**src/rtl/parking_pkg.sv**
```systemverilog
// Shared types for the parking lot lane arbiter.
// Holds the arbiter state encoding and the slot geometry of the lot.
package parking_pkg;

    localparam int NUM_SLOTS = 4;
    localparam int SLOT_W    = 2;

    typedef enum logic [1:0] {
        ST_IDLE  = 2'd0,
        ST_EXIT  = 2'd1,
        ST_ENTRY = 2'd2,
        ST_HOLD  = 2'd3
    } park_state_e;

    typedef logic [SLOT_W-1:0] slot_idx_t;

endpackage

```
**src/rtl/parking_rr_picker.sv**
```systemverilog
// Combinational round-robin picker.
// Returns the first requester at or after ptr, wrapping to index 0.
module parking_rr_picker #(
    parameter int N  = 3,
    parameter int PW = 2
) (
    input  logic [N-1:0]  req,
    input  logic [PW-1:0] ptr,
    output logic [N-1:0]  win_oh,
    output logic [PW-1:0] win_idx,
    output logic          win_vld
);

    int              j;
    logic [PW-1:0]   jj;

    always_comb begin
        win_oh  = '0;
        win_idx = '0;
        win_vld = 1'b0;
        j       = 0;
        jj      = '0;
        for (int i = 0; i < N; i++) begin
            j = int'(ptr) + i;
            if (j >= N) begin
                j = j - N;
            end
            jj = PW'(j);
            if (!win_vld && req[jj]) begin
                win_vld     = 1'b1;
                win_idx     = jj;
                win_oh[jj]  = 1'b1;
            end
        end
    end

endmodule

```
**src/rtl/parking_lane_arbiter.sv**
```systemverilog
// Sequences the shared ParkingFSM between N entry lanes and one exit lane.
// Define PARK_ARB_STATS_EN to add saturating entry/exit/denied counters.
module parking_lane_arbiter
    import parking_pkg::*;
#(
    parameter int NUM_LANES   = 3,
    parameter int DOOR_CYCLES = 4
) (
    input  logic                 clk,
    input  logic                 reset,
    input  logic [NUM_LANES-1:0] lane_req,
    input  logic                 exit_req,
    input  logic [SLOT_W-1:0]    exit_loc,
    input  logic                 full_light,
    output logic                 entry_sensor,
    output logic                 exit_sensor,
    output logic [SLOT_W-1:0]    exit_location,
    output logic                 exit_ack,
    output logic [NUM_LANES-1:0] lane_grant,
    output logic [NUM_LANES-1:0] lane_blocked
`ifdef PARK_ARB_STATS_EN
    ,
    output logic [7:0]           stat_entries,
    output logic [7:0]           stat_exits,
    output logic [7:0]           stat_denied
`endif
);

    localparam int PW = (NUM_LANES > 1) ? $clog2(NUM_LANES) : 1;
    localparam int CW = $clog2(DOOR_CYCLES + 1);
    localparam logic [PW-1:0] LAST = PW'(NUM_LANES - 1);

    park_state_e           state_q;
    logic [PW-1:0]         ptr_q;
    logic [CW-1:0]         cnt_q;

    logic [NUM_LANES-1:0]  pick_oh;
    logic [PW-1:0]         pick_idx;
    logic                  pick_vld;
    logic                  entry_ok;
    logic [NUM_LANES-1:0]  blk_next;

    parking_rr_picker #(
        .N  (NUM_LANES),
        .PW (PW)
    ) u_picker (
        .req     (lane_req),
        .ptr     (ptr_q),
        .win_oh  (pick_oh),
        .win_idx (pick_idx),
        .win_vld (pick_vld)
    );

    // Exit wins over entry, so entry_ok is made exclusive of exit_req.
    assign entry_ok = !exit_req && !full_light && pick_vld;
    assign blk_next = lane_req & {NUM_LANES{full_light}};

    always_ff @(posedge clk) begin
        if (reset) begin
            state_q       <= ST_IDLE;
            ptr_q         <= '0;
            cnt_q         <= '0;
            entry_sensor  <= 1'b0;
            exit_sensor   <= 1'b0;
            exit_location <= '0;
            exit_ack      <= 1'b0;
            lane_grant    <= '0;
            lane_blocked  <= '0;
        end else begin
            entry_sensor <= 1'b0;
            exit_sensor  <= 1'b0;
            exit_ack     <= 1'b0;
            unique case (state_q)
                ST_IDLE: begin
                    lane_blocked <= blk_next;
                    unique case (1'b1)
                        exit_req: begin
                            state_q       <= ST_EXIT;
                            exit_sensor   <= 1'b1;
                            exit_ack      <= 1'b1;
                            exit_location <= exit_loc;
                        end
                        entry_ok: begin
                            state_q      <= ST_ENTRY;
                            entry_sensor <= 1'b1;
                            lane_grant   <= pick_oh;
                            ptr_q        <= (pick_idx == LAST) ? '0
                                          : pick_idx + PW'(1);
                        end
                        default: ;
                    endcase
                end
                ST_EXIT: begin
                    state_q       <= ST_IDLE;
                    exit_location <= '0;
                end
                ST_ENTRY: begin
                    state_q <= ST_HOLD;
                    cnt_q   <= CW'(DOOR_CYCLES);
                end
                ST_HOLD: begin
                    if (cnt_q == CW'(1)) begin
                        state_q    <= ST_IDLE;
                        lane_grant <= '0;
                        cnt_q      <= '0;
                    end else begin
                        cnt_q <= cnt_q - CW'(1);
                    end
                end
                default: state_q <= ST_IDLE;
            endcase
        end
    end

`ifdef PARK_ARB_STATS_EN
    logic denied_new;

    assign denied_new = (state_q == ST_IDLE)
                      && |(blk_next & ~lane_blocked);

    always_ff @(posedge clk) begin
        if (reset) begin
            stat_entries <= '0;
            stat_exits   <= '0;
            stat_denied  <= '0;
        end else begin
            if (entry_sensor && stat_entries != 8'hFF) begin
                stat_entries <= stat_entries + 8'd1;
            end
            if (exit_sensor && stat_exits != 8'hFF) begin
                stat_exits <= stat_exits + 8'd1;
            end
            if (denied_new && stat_denied != 8'hFF) begin
                stat_denied <= stat_denied + 8'd1;
            end
        end
    end
`endif

endmodule

```
**config.mk**
```make
export PLATFORM = sky130hd
export DESIGN_NAME = parking_lane_arbiter
export DESIGN_NICKNAME = d
export VERILOG_FILES = /design/src/rtl/parking_pkg.sv /design/src/rtl/parking_rr_picker.sv /design/src/rtl/parking_lane_arbiter.sv
export SDC_FILE = /design/constraint.sdc
export NUM_CORES = 1
export LEC_CHECK = 0
export BUFFER_PORTS_ARGS = -buffer_cell sky130_fd_sc_hd__buf_4
export CAP_MARGIN = 20
export CORE_ASPECT_RATIO = 0.6
export CORE_MARGIN = 4
export CORE_UTILIZATION = 25
export CTS_CLUSTER_SIZE = 25
export DETAILED_ROUTE_END_ITERATION = 7
export GPL_ROUTABILITY_DRIVEN = 0
export PLACE_DENSITY_LB_ADDON = 0.05
export SETUP_SLACK_MARGIN = 0.5
export SLEW_MARGIN = 20
export SYNTH_ARGS = -nofsm -noshare
export SYNTH_HDL_FRONTEND = slang
export SYNTH_SLANG_ARGS = --single-unit
```
**constraint.sdc**
```tcl
create_clock -name clk -period 2.77 [get_ports clk]
set_clock_uncertainty 0.2 [all_clocks]
set_input_delay 0.554 -clock clk [delete_from_list [all_inputs] [get_ports clk]]
set_output_delay 0.554 -clock clk [all_outputs]
set_load 0.005 [all_outputs]
```
* After elaboration in Yosys (flattened, before gate mapping) *
Cells that the tools add are included.
Widths: inputs -> output; s select.

cells by class
  bitwise logic cells = 4
  reduce and logical (&&, ||, !) cells = 20
  equal/unequal tests = 9
  mux-type cells = 37
  magnitude comparators = 9
  add/sub/neg operators = 7

operator list
  cell                 count
  $mux 2               9
  $mux 3               6
  $pmux 3 s2           2
  $mux 1               11
  $lt 2x3->1 const B   3
  $pmux 2 s2           2
  $pmux 2 s4           1
  $logic_and 1x1->1    7
  $bmux 1 s2           3
  $demux 1 s2          3
  $eq 2x2->1 const B   3
  $ge 2x1->1 const B   3
  $ge 3x2->1 const B   2
  $ne 2x2->1 const B   3
  $or 3x3->3           2
  $reduce_and 2->1     3
  $reduce_bool 2->1    3
  $logic_not 1->1      4
  $sub 2x1->2 const B  2
  $add 2x1->3 const B  1
  $add 2x2->3 const B  1
  $and 3x3->3          1
  $eq 3x1->1 const B   1
  $ne 3x3->1 const B   1
  other kinds (9)      9

storage, ports and cells
  word-level logic and storage cells = 94
  input bits = 9
  output and inout bits = 11
  bits in registers = 17

* Longest topological paths before layout *
  word-level depth = 14
  mapped depth = 7
  gate-level depth less buffers = 7

* By module *
A second synthesis with hierarchy kept.

second synthesis, totals
  cell total of the unflattened synthesis = 127
  area, all modules = 1013.5 um^2

modules (own cells, without submodules)
  module                sequential area each (um^2)  cells an instance  area each (um^2)  times used
  parking_lane_arbiter  340.3                        86                 732.0             1
  parking_rr_picker     0.0                          41                 281.5             1

* Worst setup path before layout *
OpenSTA, ideal clock, no wires.

  kind = register -> register
  start = reg ptr_q[1]
  end = reg lane_grant[0]
  data required time = 2.446 ns
  cell stages (with the launch flop) = 8
  buffers on the path = 0
  library setup time = 0.124 ns
  setup slack = 0.631 ns
  data arrival time = 1.815 ns
  clock period less this slack = 2.139 ns
  path through = dfxtp_1 -> inv_1 -> ha_1 -> mux2_4 -> mux2_4 -> o311ai_4 -> nor2_1 -> o2bb2ai_1

between the ends
  word-level cells in the longest chain between the ends = 14
  elaborated cells on any way between the ends = 49
  those cells by class = 5 x add/sub; 9 x order compare; 1 x eq/ne; 23 x mux; 2 x bitwise; 9 x reduce/logical

RTL lines
  item                                                  line                        source
  start: declaration                                    parking_lane_arbiter.sv:34  logic [PW-1:0] ptr_q;
  start signal: assignment                              parking_lane_arbiter.sv:87  ptr_q <= (pick_idx == LAST) ? '0
  branches (longest 14 deep; another with $add 2x1->3)  n/a
  end signal: assignment                                parking_lane_arbiter.sv:86  lane_grant <= pick_oh;
  end: declaration                                      parking_lane_arbiter.sv:19  output logic [NUM_LANES-1:0] lane_grant,

Parallel ways; which one is timed is not known. The select of a mux whose other input is x is not followed.
A chain may end at the register's enable or synchronous reset.

* Final worst setup path *
Ends and elaborated chain as after synthesis.

==> run summary <==
Synth Register Bits - 17
vias - 878
Buffers on Ports - 19
status - finished clean
Syn Nets - 130
FF-to-FF setup slack - 600 ps
Post-Synthesis Cells - 115
Max Fclk - 0.462 GHz
CTS sink count - 17
Hold Startpoint - lane_grant[2]
Initial Util - 26.4%
Vias/cell - 4.80
sequential cell fraction of total power - 44.7%
DP Wirelength - 1800 um
pin count of the biggest net entering global routing - 20
worst-margin pin slew - 494 ps
RSZ-0062 raised after global routing - yes
post-placement cell count - 176
Mean Syn Cell Area - 8.58 um2
clk buf depth - 2
warnings from Yosys - 0
crit start category - flip-flop
switching pwr - 183 uW
clk_lat worst skew - 250 ps
Hold Path Cell Cnt - 2
FF-to-FF path depth - 8
Synth top area share - 34.5%
Placement Cell Area - 1170 um2
top post-synthesis cells by area - dfxtp_1 34%, ha_1 7.6%, a21oi_1 6.1%
post-synth top area cell - dfxtp_1
data arrival time of the critical path - 2100 ps
CP Capture Type - flip-flop
drt total wl - 2520 um
internal power - 441 uW
vias in the first global route - 786
fin crit period - 2170 ps
First DRT Iteration DRCs - 45
PD cells - 485 nW/um2
clock power share - 29.9%
Area Growth Syn to Fin - 30.2%
Hold Path Sink - lane_grant[2]
Slew Limit Fails - 0
worst hold-check path type - reg -> reg
switching share of power - 29.3%
Setup-failing EPs final - 0
H-tree lvl count - 1
core area - 3740 um2
GRT overflow - 0
Root Driver - clkbuf_8
Setup crit start - ptr_q[1]
Layout Utilization - 34.3%
worst-path maximum fanout - 10
Total GRT Usage - 10.2%
area of the die - 5050 um2
worst endpoint required time - 2710 ps
DRC viols - 0
synthesized area - 987 um2
layout cells sized above 1 - 28.7%
FP Rows - 17
Die W - 89.1 um
worst r2r src - ptr_q[1]
Setup TNS - 0 ps
first-pass GRT wire length - 3970 um
Final nets - 152
Max Cap Violations - 0
Post-CTS Hold Buffers - 0
n_diodes - 0
Final ANT Viol Nets - 0
initial antenna violation count - 0
post-synthesis sequential area ratio - 34.5%
VDD IR-drop max - 0.195 mV
Yosys cell types - 34
IO Pins - 20
clock-pin slew on the worst setup and hold paths - 60 ps
TritonCTS Buffers - 3
CP Class - reg -> reg
Die Y - 56.7 um
Hold Fails Final Rpt - 0
period utilization - 78.2%
static leakage - 0.479 nW
final std cells w/o fill - 183
drt first pass iters - 4
Comb pwr share - 25.4%
Routed WL per cell - 13.7 um
design area - 1280 um2
r2r endpoint - lane_grant[0]
CTS tree - done
Rel. slew slack - 67.0%
[final cells by class]
cell class	count	area (um2)
Tap cell	47	58.8
Multi-Input combinational cell	86	634
Sequential cell	17	343
Timing Repair Buffer	22	178
Fill cell	402	2460
Inverter	7	26.3
Clock buffer	4	45.0
[critical path: stages (launching register included)]
cell,delay [ps]
dfxtp_2,360
inv_1,90
ha_4,180
mux2_4,310
mux2_4,310
o311ai_4,260
buf_12,160
nor2_1,50
o2bb2ai_1,120
[state kept, by name (all words and copies together), names as in the netlist]
| name | flops |
|---|---|
| cnt_q | 3 |
| entry_sensor | 1 |
| exit_ack | 1 |
| exit_location | 2 |
| lane_blocked | 3 |
| lane_grant | 3 |
| ptr_q | 2 |
| state_q | 2 |
[metrics by stage]
stage,hold slack [ps],worst slack [ps],power [mW]
floorplan,254,631,0.374
global placement,261,419,0.424
detailed placement,260,394,0.423
CTS,270,506,0.621
global route,300,491,0.660
finish,268,604,0.623
[power by group through the flow]
| stage | Combinational (mW) | Sequential, mW | Clock [mW] |
|---|---|---|---|
| after global placement | 0.141 | 0.283 | 0 |
| final | 0.158 | 0.278 | 0.187 |
| after CTS | 0.146 | 0.278 | 0.197 |
| after floorplan | 0.0989 | 0.275 | 0 |
| after detailed placement | 0.140 | 0.283 | 0 |
| after global routing | 0.175 | 0.281 | 0.204 |
[cells by family after synthesis]
group | synth area share [%]
compound gates | 23.6
fa+ha+maj | 7.60
buf+inv | 4.94
flops | 34.5
mux | 7.35
simple gates | 22.1
[placed cells by master (no fill, tap or decap), types with 2 or more instances in the layout]
| master | count |
|---|---|
| a21oi_1 | 12 |
| buf_4 | 21 |
| clkbuf_8 | 3 |
| dfxtp_1 | 15 |
| dfxtp_2 | 2 |
| ha_1 | 2 |
| ha_2 | 3 |
| inv_1 | 7 |
| mux2_4 | 2 |
| mux2i_4 | 2 |
| nand2_1 | 6 |
| nand2b_1 | 2 |
| nand3_1 | 7 |
| nand3b_1 | 4 |
| nor2_1 | 14 |
| nor2b_1 | 6 |
| o21ai_0 | 4 |
| o31ai_1 | 3 |
[cell usage after synthesis (all sizes together)]
library cell,number
a21oi,12
nor3,1
mux2,2
o221a,1
dfxtp,17
buf,2
mux2i,3
or2,1
a211oi,1
o21bai,1
o21ai,5
ha,6
a32oi,1
inv,7
nor2,14
o31ai,3
a22oi,1
o311ai,2
o22a,1
o41a,1
nor4b,1
nand2b,2
nand2,6
nand3,7
nor2b,6
nand3b,4
clkbuf,3
a211o,1
o2bb2ai,1
and2b,1
a221oi,1
[worst max-delay path by stage]
stage               depth (start not counted)       endpoint
floorplan                                   7  lane_grant[0]
global placement                            7  lane_grant[0]
detailed placement                          7  lane_grant[2]
CTS                                         8  lane_grant[0]
global route                                8  lane_grant[2]
finish                                      8  lane_grant[0]
[metal layers]
metal	vias up	part of all wire [%]	GRT usage [%]	wire length, um
met5	-	0	0	0
met4	0	0.48	1.91	12
met3	2	6.6	3.96	166
met2	18	37	12.2	938
met1	405	56	16.6	1400
li1	453	-	-	-
[timing repair]
action,4_1_cts,5_1_grt
setup buffers,1,2
gates resized for setup,1,10
setup endpoints to repair,6,6
pin swaps,1,0
(Power assumes the default switching activity.)
